==> src/rtl/addsub_chunked_multicycle_if.sv <==
// Operand/result handshake bundle for the chunked multi-cycle add/sub unit.
// The producer/consumer side uses master; the arithmetic unit uses slave.
interface addsub_chunked_multicycle_if #(
  parameter int WORD_WIDTH = 32
);
  logic                  in_valid;
  logic                  in_ready;
  logic                  sub_add;
  logic                  carry_in;
  logic [WORD_WIDTH-1:0] A;
  logic [WORD_WIDTH-1:0] B;
  logic                  out_valid;
  logic                  out_ready;
  logic [WORD_WIDTH-1:0] sum;
  logic                  carry_out;
  logic                  overflow;

  modport master (
    output in_valid, sub_add, carry_in, A, B, out_ready,
    input  in_ready, out_valid, sum, carry_out, overflow
  );

  modport slave (
    input  in_valid, sub_add, carry_in, A, B, out_ready,
    output in_ready, out_valid, sum, carry_out, overflow
  );
endinterface

==> src/rtl/addsub_chunked_multicycle.sv <==
// Wide add/subtract computed CHUNK_WIDTH bits per cycle, LS chunk first,
// with the inter-chunk carry held in a register; registered result and flags.
module addsub_chunked_multicycle #(
  parameter int WORD_WIDTH  = 32,
  parameter int CHUNK_WIDTH = 8
) (
  input  logic                      clock,
  input  logic                      reset,
  addsub_chunked_multicycle_if.slave bus
);
  localparam int CHUNK_COUNT = WORD_WIDTH / CHUNK_WIDTH;
  localparam int IDX_WIDTH   = (CHUNK_COUNT > 1) ? $clog2(CHUNK_COUNT) : 1;
  // Chunk lookup tables are padded to a power of two so idx never indexes past the array.
  localparam int CHUNK_SLOTS = 1 << IDX_WIDTH;
  localparam logic [IDX_WIDTH-1:0] LAST_IDX = IDX_WIDTH'(CHUNK_COUNT - 1);

  if (CHUNK_WIDTH <= 0 || WORD_WIDTH <= 0 || (WORD_WIDTH % CHUNK_WIDTH) != 0) begin : g_bad_params
    $error("WORD_WIDTH must be a non-zero multiple of CHUNK_WIDTH");
  end

  typedef enum logic [1:0] {
    ST_IDLE,
    ST_COMPUTE,
    ST_DONE
  } state_t;

  state_t                 state_q, state_d;
  logic [WORD_WIDTH-1:0]  a_q, a_d;
  logic [WORD_WIDTH-1:0]  bx_q, bx_d;
  logic                   carry_q, carry_d;
  logic [IDX_WIDTH-1:0]   idx_q, idx_d;
  logic                   carry_out_q, carry_out_d;
  logic                   overflow_q, overflow_d;
  logic [WORD_WIDTH-1:0]  sum_q;

  logic                   in_ready;
  logic                   accept;
  logic [CHUNK_WIDTH-1:0] a_chunks  [CHUNK_SLOTS];
  logic [CHUNK_WIDTH-1:0] bx_chunks [CHUNK_SLOTS];
  logic [CHUNK_WIDTH:0]   chunk_total;

  // Reset gating keeps a producer from seeing ready while the unit is held in reset.
  assign in_ready = !reset && ((state_q == ST_IDLE) || ((state_q == ST_DONE) && bus.out_ready));
  assign accept   = bus.in_valid && in_ready;

  genvar gi;
  for (gi = 0; gi < CHUNK_SLOTS; gi++) begin : g_slot
    if (gi < CHUNK_COUNT) begin : g_used
      assign a_chunks[gi]  = a_q[gi*CHUNK_WIDTH +: CHUNK_WIDTH];
      assign bx_chunks[gi] = bx_q[gi*CHUNK_WIDTH +: CHUNK_WIDTH];
    end else begin : g_pad
      assign a_chunks[gi]  = '0;
      assign bx_chunks[gi] = '0;
    end
  end

  assign chunk_total = {1'b0, a_chunks[idx_q]}
                     + {1'b0, bx_chunks[idx_q]}
                     + {{CHUNK_WIDTH{1'b0}}, carry_q};

  // Each result chunk is its own register, written only on its COMPUTE cycle.
  for (gi = 0; gi < CHUNK_COUNT; gi++) begin : g_sum
    logic [CHUNK_WIDTH-1:0] sum_chunk_q, sum_chunk_d;

    always_comb begin
      sum_chunk_d = sum_chunk_q;
      if ((state_q == ST_COMPUTE) && (idx_q == IDX_WIDTH'(gi))) begin
        sum_chunk_d = chunk_total[CHUNK_WIDTH-1:0];
      end
    end

    always_ff @(posedge clock or posedge reset) begin
      if (reset) begin
        sum_chunk_q <= '0;
      end else begin
        sum_chunk_q <= sum_chunk_d;
      end
    end

    assign sum_q[gi*CHUNK_WIDTH +: CHUNK_WIDTH] = sum_chunk_q;
  end

  always_comb begin
    state_d     = state_q;
    a_d         = a_q;
    bx_d        = bx_q;
    carry_d     = carry_q;
    idx_d       = idx_q;
    carry_out_d = carry_out_q;
    overflow_d  = overflow_q;

    case (state_q)
      ST_COMPUTE: begin
        carry_d = chunk_total[CHUNK_WIDTH];
        if (idx_q == LAST_IDX) begin
          state_d     = ST_DONE;
          idx_d       = '0;
          carry_out_d = chunk_total[CHUNK_WIDTH];
          overflow_d  = (a_q[WORD_WIDTH-1] == bx_q[WORD_WIDTH-1])
                      && (chunk_total[CHUNK_WIDTH-1] != a_q[WORD_WIDTH-1]);
        end else begin
          idx_d = idx_q + IDX_WIDTH'(1);
        end
      end
      ST_DONE: begin
        if (bus.out_ready && !bus.in_valid) begin
          state_d = ST_IDLE;
        end
      end
      default: begin
      end
    endcase

    // Accept overrides the DONE exit so back-to-back operations skip IDLE.
    if (accept) begin
      state_d = ST_COMPUTE;
      a_d     = bus.A;
      bx_d    = bus.sub_add ? ~bus.B : bus.B;
      carry_d = bus.carry_in;
      idx_d   = '0;
    end
  end

  always_ff @(posedge clock or posedge reset) begin
    if (reset) begin
      state_q     <= ST_IDLE;
      a_q         <= '0;
      bx_q        <= '0;
      carry_q     <= 1'b0;
      idx_q       <= '0;
      carry_out_q <= 1'b0;
      overflow_q  <= 1'b0;
    end else begin
      state_q     <= state_d;
      a_q         <= a_d;
      bx_q        <= bx_d;
      carry_q     <= carry_d;
      idx_q       <= idx_d;
      carry_out_q <= carry_out_d;
      overflow_q  <= overflow_d;
    end
  end

  assign bus.in_ready  = in_ready;
  assign bus.out_valid = (state_q == ST_DONE);
  assign bus.sum       = sum_q;
  assign bus.carry_out = carry_out_q;
  assign bus.overflow  = overflow_q;
endmodule
==> src/flat_wrapper.sv <==
// flat-port wrapper written by rule: the top's interface ports become plain ports
module addsub_chunked_multicycle_flat 
#(
  parameter int WORD_WIDTH  = 32,
  parameter int CHUNK_WIDTH = 8
)
  (clock, reset, bus_in_valid, bus_sub_add, bus_carry_in, bus_A, bus_B, bus_out_ready, bus_in_ready, bus_out_valid, bus_sum, bus_carry_out, bus_overflow);
  addsub_chunked_multicycle_if #(.WORD_WIDTH(WORD_WIDTH)) bus_i ();
  input  logic clock;
  input  logic reset;
  input wire logic [$bits(bus_i.in_valid)-1:0] bus_in_valid;
  input wire logic [$bits(bus_i.sub_add)-1:0] bus_sub_add;
  input wire logic [$bits(bus_i.carry_in)-1:0] bus_carry_in;
  input wire logic [$bits(bus_i.A)-1:0] bus_A;
  input wire logic [$bits(bus_i.B)-1:0] bus_B;
  input wire logic [$bits(bus_i.out_ready)-1:0] bus_out_ready;
  output wire logic [$bits(bus_i.in_ready)-1:0] bus_in_ready;
  output wire logic [$bits(bus_i.out_valid)-1:0] bus_out_valid;
  output wire logic [$bits(bus_i.sum)-1:0] bus_sum;
  output wire logic [$bits(bus_i.carry_out)-1:0] bus_carry_out;
  output wire logic [$bits(bus_i.overflow)-1:0] bus_overflow;
  assign bus_i.in_valid = bus_in_valid;
  assign bus_i.sub_add = bus_sub_add;
  assign bus_i.carry_in = bus_carry_in;
  assign bus_i.A = bus_A;
  assign bus_i.B = bus_B;
  assign bus_i.out_ready = bus_out_ready;
  assign bus_in_ready = bus_i.in_ready;
  assign bus_out_valid = bus_i.out_valid;
  assign bus_sum = bus_i.sum;
  assign bus_carry_out = bus_i.carry_out;
  assign bus_overflow = bus_i.overflow;
  addsub_chunked_multicycle #(.WORD_WIDTH(WORD_WIDTH), .CHUNK_WIDTH(CHUNK_WIDTH)) u_core (.clock(clock), .reset(reset), .bus(bus_i));
endmodule
==> config.mk <==
export PLATFORM = sky130hd
export DESIGN_NAME = addsub_chunked_multicycle_flat
export DESIGN_NICKNAME = d
export VERILOG_FILES = /design/src/rtl/addsub_chunked_multicycle_if.sv /design/src/rtl/addsub_chunked_multicycle.sv /design/src/flat_wrapper.sv
export SDC_FILE = /design/constraint.sdc
export NUM_CORES = 1
export LEC_CHECK = 0
export CORE_ASPECT_RATIO = 0.7
export CORE_MARGIN = 2
export CORE_UTILIZATION = 30
export CTS_CLUSTER_SIZE = 14
export DETAILED_ROUTE_END_ITERATION = 8
export PLACE_DENSITY = 0.63
export SYNTH_ARGS = -nofsm -noshare
export SYNTH_HDL_FRONTEND = slang
export SYNTH_SLANG_ARGS = --single-unit
==> constraint.sdc <==
create_clock -name clock -period 4.45 [get_ports clock]
set_input_delay 1.335 -clock clock [delete_from_list [all_inputs] [get_ports clock]]
set_output_delay 1.335 -clock clock [all_outputs]
set_load 0.1 [all_outputs]
==> reports/results.ini <==
[final_layout]
layout.nets=595
multiInputGateArea_mm2=0.00232
stdcell_count=739
syn2layout_area_growth_pct=30.0
final_util_pct=40.2
fillers=1551
seqCellArea_mm2=0.00258
drive_gt1_share_pct=11.9
antenna_cells=0

[sta]
tns_ps=0
layout_min_cycle_time_ps=3630
tightestPinTransition_ps=1020
relSlewSlack_pct=31.9
skew_ps=12.7
max_freq_mhz=275
hold_violations=0
final_max_slew_viol_count=0
rsz0062_at_grt=no
setup_violations=0
fin_crit_sh_pct=81.7

[clock_network]
cts.clk_slew.worst_paths_ps=60
post_cts_buffers=0
clock_sinks=103
post_cts_resize_count=0
cts_made_buffers=9
clock_path_buffers=2
cts_tree=yes
cts_hold_buf=0
clkLatencyLatePin_ps=360
clockRootBuffer=clkbuf_16
cts_max_level=3

[logic_synthesis]
netlist_instances=414
synth_area_mm2=0.00508
synthTopCellsByCount=103 x dfrtp_1, 46 x nor2_1, 40 x mux2_1
yosys-top-cells-area=dfrtp_1 51%, mux2_1 8.9%, mux4_2 7.1%, xnor2_1 6.0%, a21oi_1 3.5%
synth_top_area_share_pct=50.7
synth.avg_cell_area_um2=12.3
yosys.area.top_type=dfrtp_1
ys_ff_latch=103
synthFlopType=dfrtp_1
synthArstFlopShare_pct=100
ys_warn_count=0
ys_seq_area_share_pct=50.7
synth_edf_count=0
synth.most_common_cell=dfrtp_1
ys_types=43
synth_nets=500

[critical_path]
critPathMaxStageDelay_ps=470
worstSetupPathType=in -> out
rr_worst_depth=8
cp_cell_sequence=clkdlybuf4s50_1, a21oi_1, nor2_1, buf_12
worst_setup_path_start_kind=primary input
cp-end-kind=output pin
crit_start=bus_out_ready
crit_slowest_cell=clkdlybuf4s50_1
crit_arrival_ps=2300
r2r_start=u_core.idx_q[0]
worstPathMaxFanout=2
worst_ep_required_time_ps=3120

[detailed_routing]
route.detailed.drc=0
wl_um=12200
post_drt_wl_per_cell_um=16.5
vias_per_cell=4.67
ant_nets=0
drt-pass1-iter-count=4
vias=3451
drt_iter0_drc=164

[floorplanning]
die_height_um=113
dieWidth_um=160
die-area_mm2=0.0180
top_level_ports=106
row_count=39
core_area_mm2=0.0164
initial_core_util_pct=30.9

[global_routing]
grt_remaining_overflow=0
grt_antenna_before_repair=0
grt_pass1_vias=3742
grt_pass1_wl_um=20100
grtUsageTotal_pct=14.2
grt_max_degree=62

[placed_design]
place_inst=723
dpl.hpwl_um=9120
io_buffers=105
gp_congestion=0.815

[hold_path]
hold_depth=1
min_path_type=reg -> reg
hp-start=u_core.a_q[5]

[job]
drv_cap=0

[status]
status=finished clean

[per-stage QoR]
step	hold WS, ps	worst slack [ps]	instance area (um^2)
2_1_floorplan	452	378	5080
3_3_place_gp	462	815	6320
3_5_place_dp	473	797	6320
4_1_cts	490	802	6610
5_1_grt	506	733	6610
6_report	486	816	6610
[layer usage]
| metal | GRT usage [%] | share of wire, % | up-vias |
|---|---|---|---|
| met5 | 0 | 0 | - |
| met4 | 3.39 | 1.0 | 0 |
| met3 | 5.17 | 8.0 | 14 |
| met2 | 21.8 | 43 | 98 |
| met1 | 19.4 | 48 | 1704 |
| li1 | - | - | 1635 |
[cell usage in the layout (no fill, tap or decap), drive strengths merged, types with 2 or more instances in the layout]
master,synthesis,routed
clkdlybuf4s50,0,103
dfrtp,103,103
mux2,49,49
nor2,46,46
a21oi,38,38
xnor2,35,35
nand2,20,20
mux4,16,16
o21ai,16,16
ha,14,14
inv,8,11
clkbuf,7,10
mux2i,9,9
buf,19,7
a21o,6,6
nand2b,4,4
o311ai,4,4
o211ai,2,2
a22oi,2,2
nand3,2,2
fa,2,2
clkinvlp,0,2
or3,2,2
[final cells by class]
class                           count  share of cell area (%)
Clock buffer                       10                    3.62
Clock inverter                      6                   0.757
Inverter                            8                   0.492
Multi-Input combinational cell    277                    35.1
Sequential cell                   103                    39.0
Tap cell                          225                    4.26
Timing Repair Buffer              110                    16.7
[critical path: cells and delay by family]
family	cells	cell delay [ps]
simple gates	1	210
compound gates	1	70
buf+inv	2	680
[cell families after synthesis]
family / synth area share (%)
flip-flops: 50.7
AND/OR/NAND/NOR: 6.25
AO/OA/AOI/OAI: 9.21
multiplexers: 19.7
XOR/XNOR: 6.20
buffers and inverters: 3.67
adder cells (fa/ha/maj): 4.23
[registers in the layout (all words and copies together) (netlist names)]
| signal | flops |
|---|---|
| u_core.a_q | 32 |
| u_core.bx_q | 32 |
| u_core.g_sum.sum_chunk_q | 32 |
| u_core.idx_q | 2 |
| u_core.state_q | 2 |
| u_core.bus.carry_out | 1 |
| u_core.bus.overflow | 1 |
| u_core.carry_q | 1 |
[path summary, 6_finish.rpt]
| path | to | slack [ps] |
|---|---|---|
| setup / recovery | bus_in_ready | 820 |
| hold / removal | u_core.a_q[5] | 490 |
| max in group asynchronous | u_core.g_sum[0].sum_chunk_q[3] | 2190 |
| hold reg to reg | u_core.a_q[5] | 490 |
| setup reg to reg | u_core.g_sum[0].sum_chunk_q[6] | 1090 |
| min in group asynchronous | u_core.state_q[0] | 1450 |
Power is left out: the tool's default activity adds up to more than one toggle a clock period on the data nets, which glitch-free logic cannot reach.
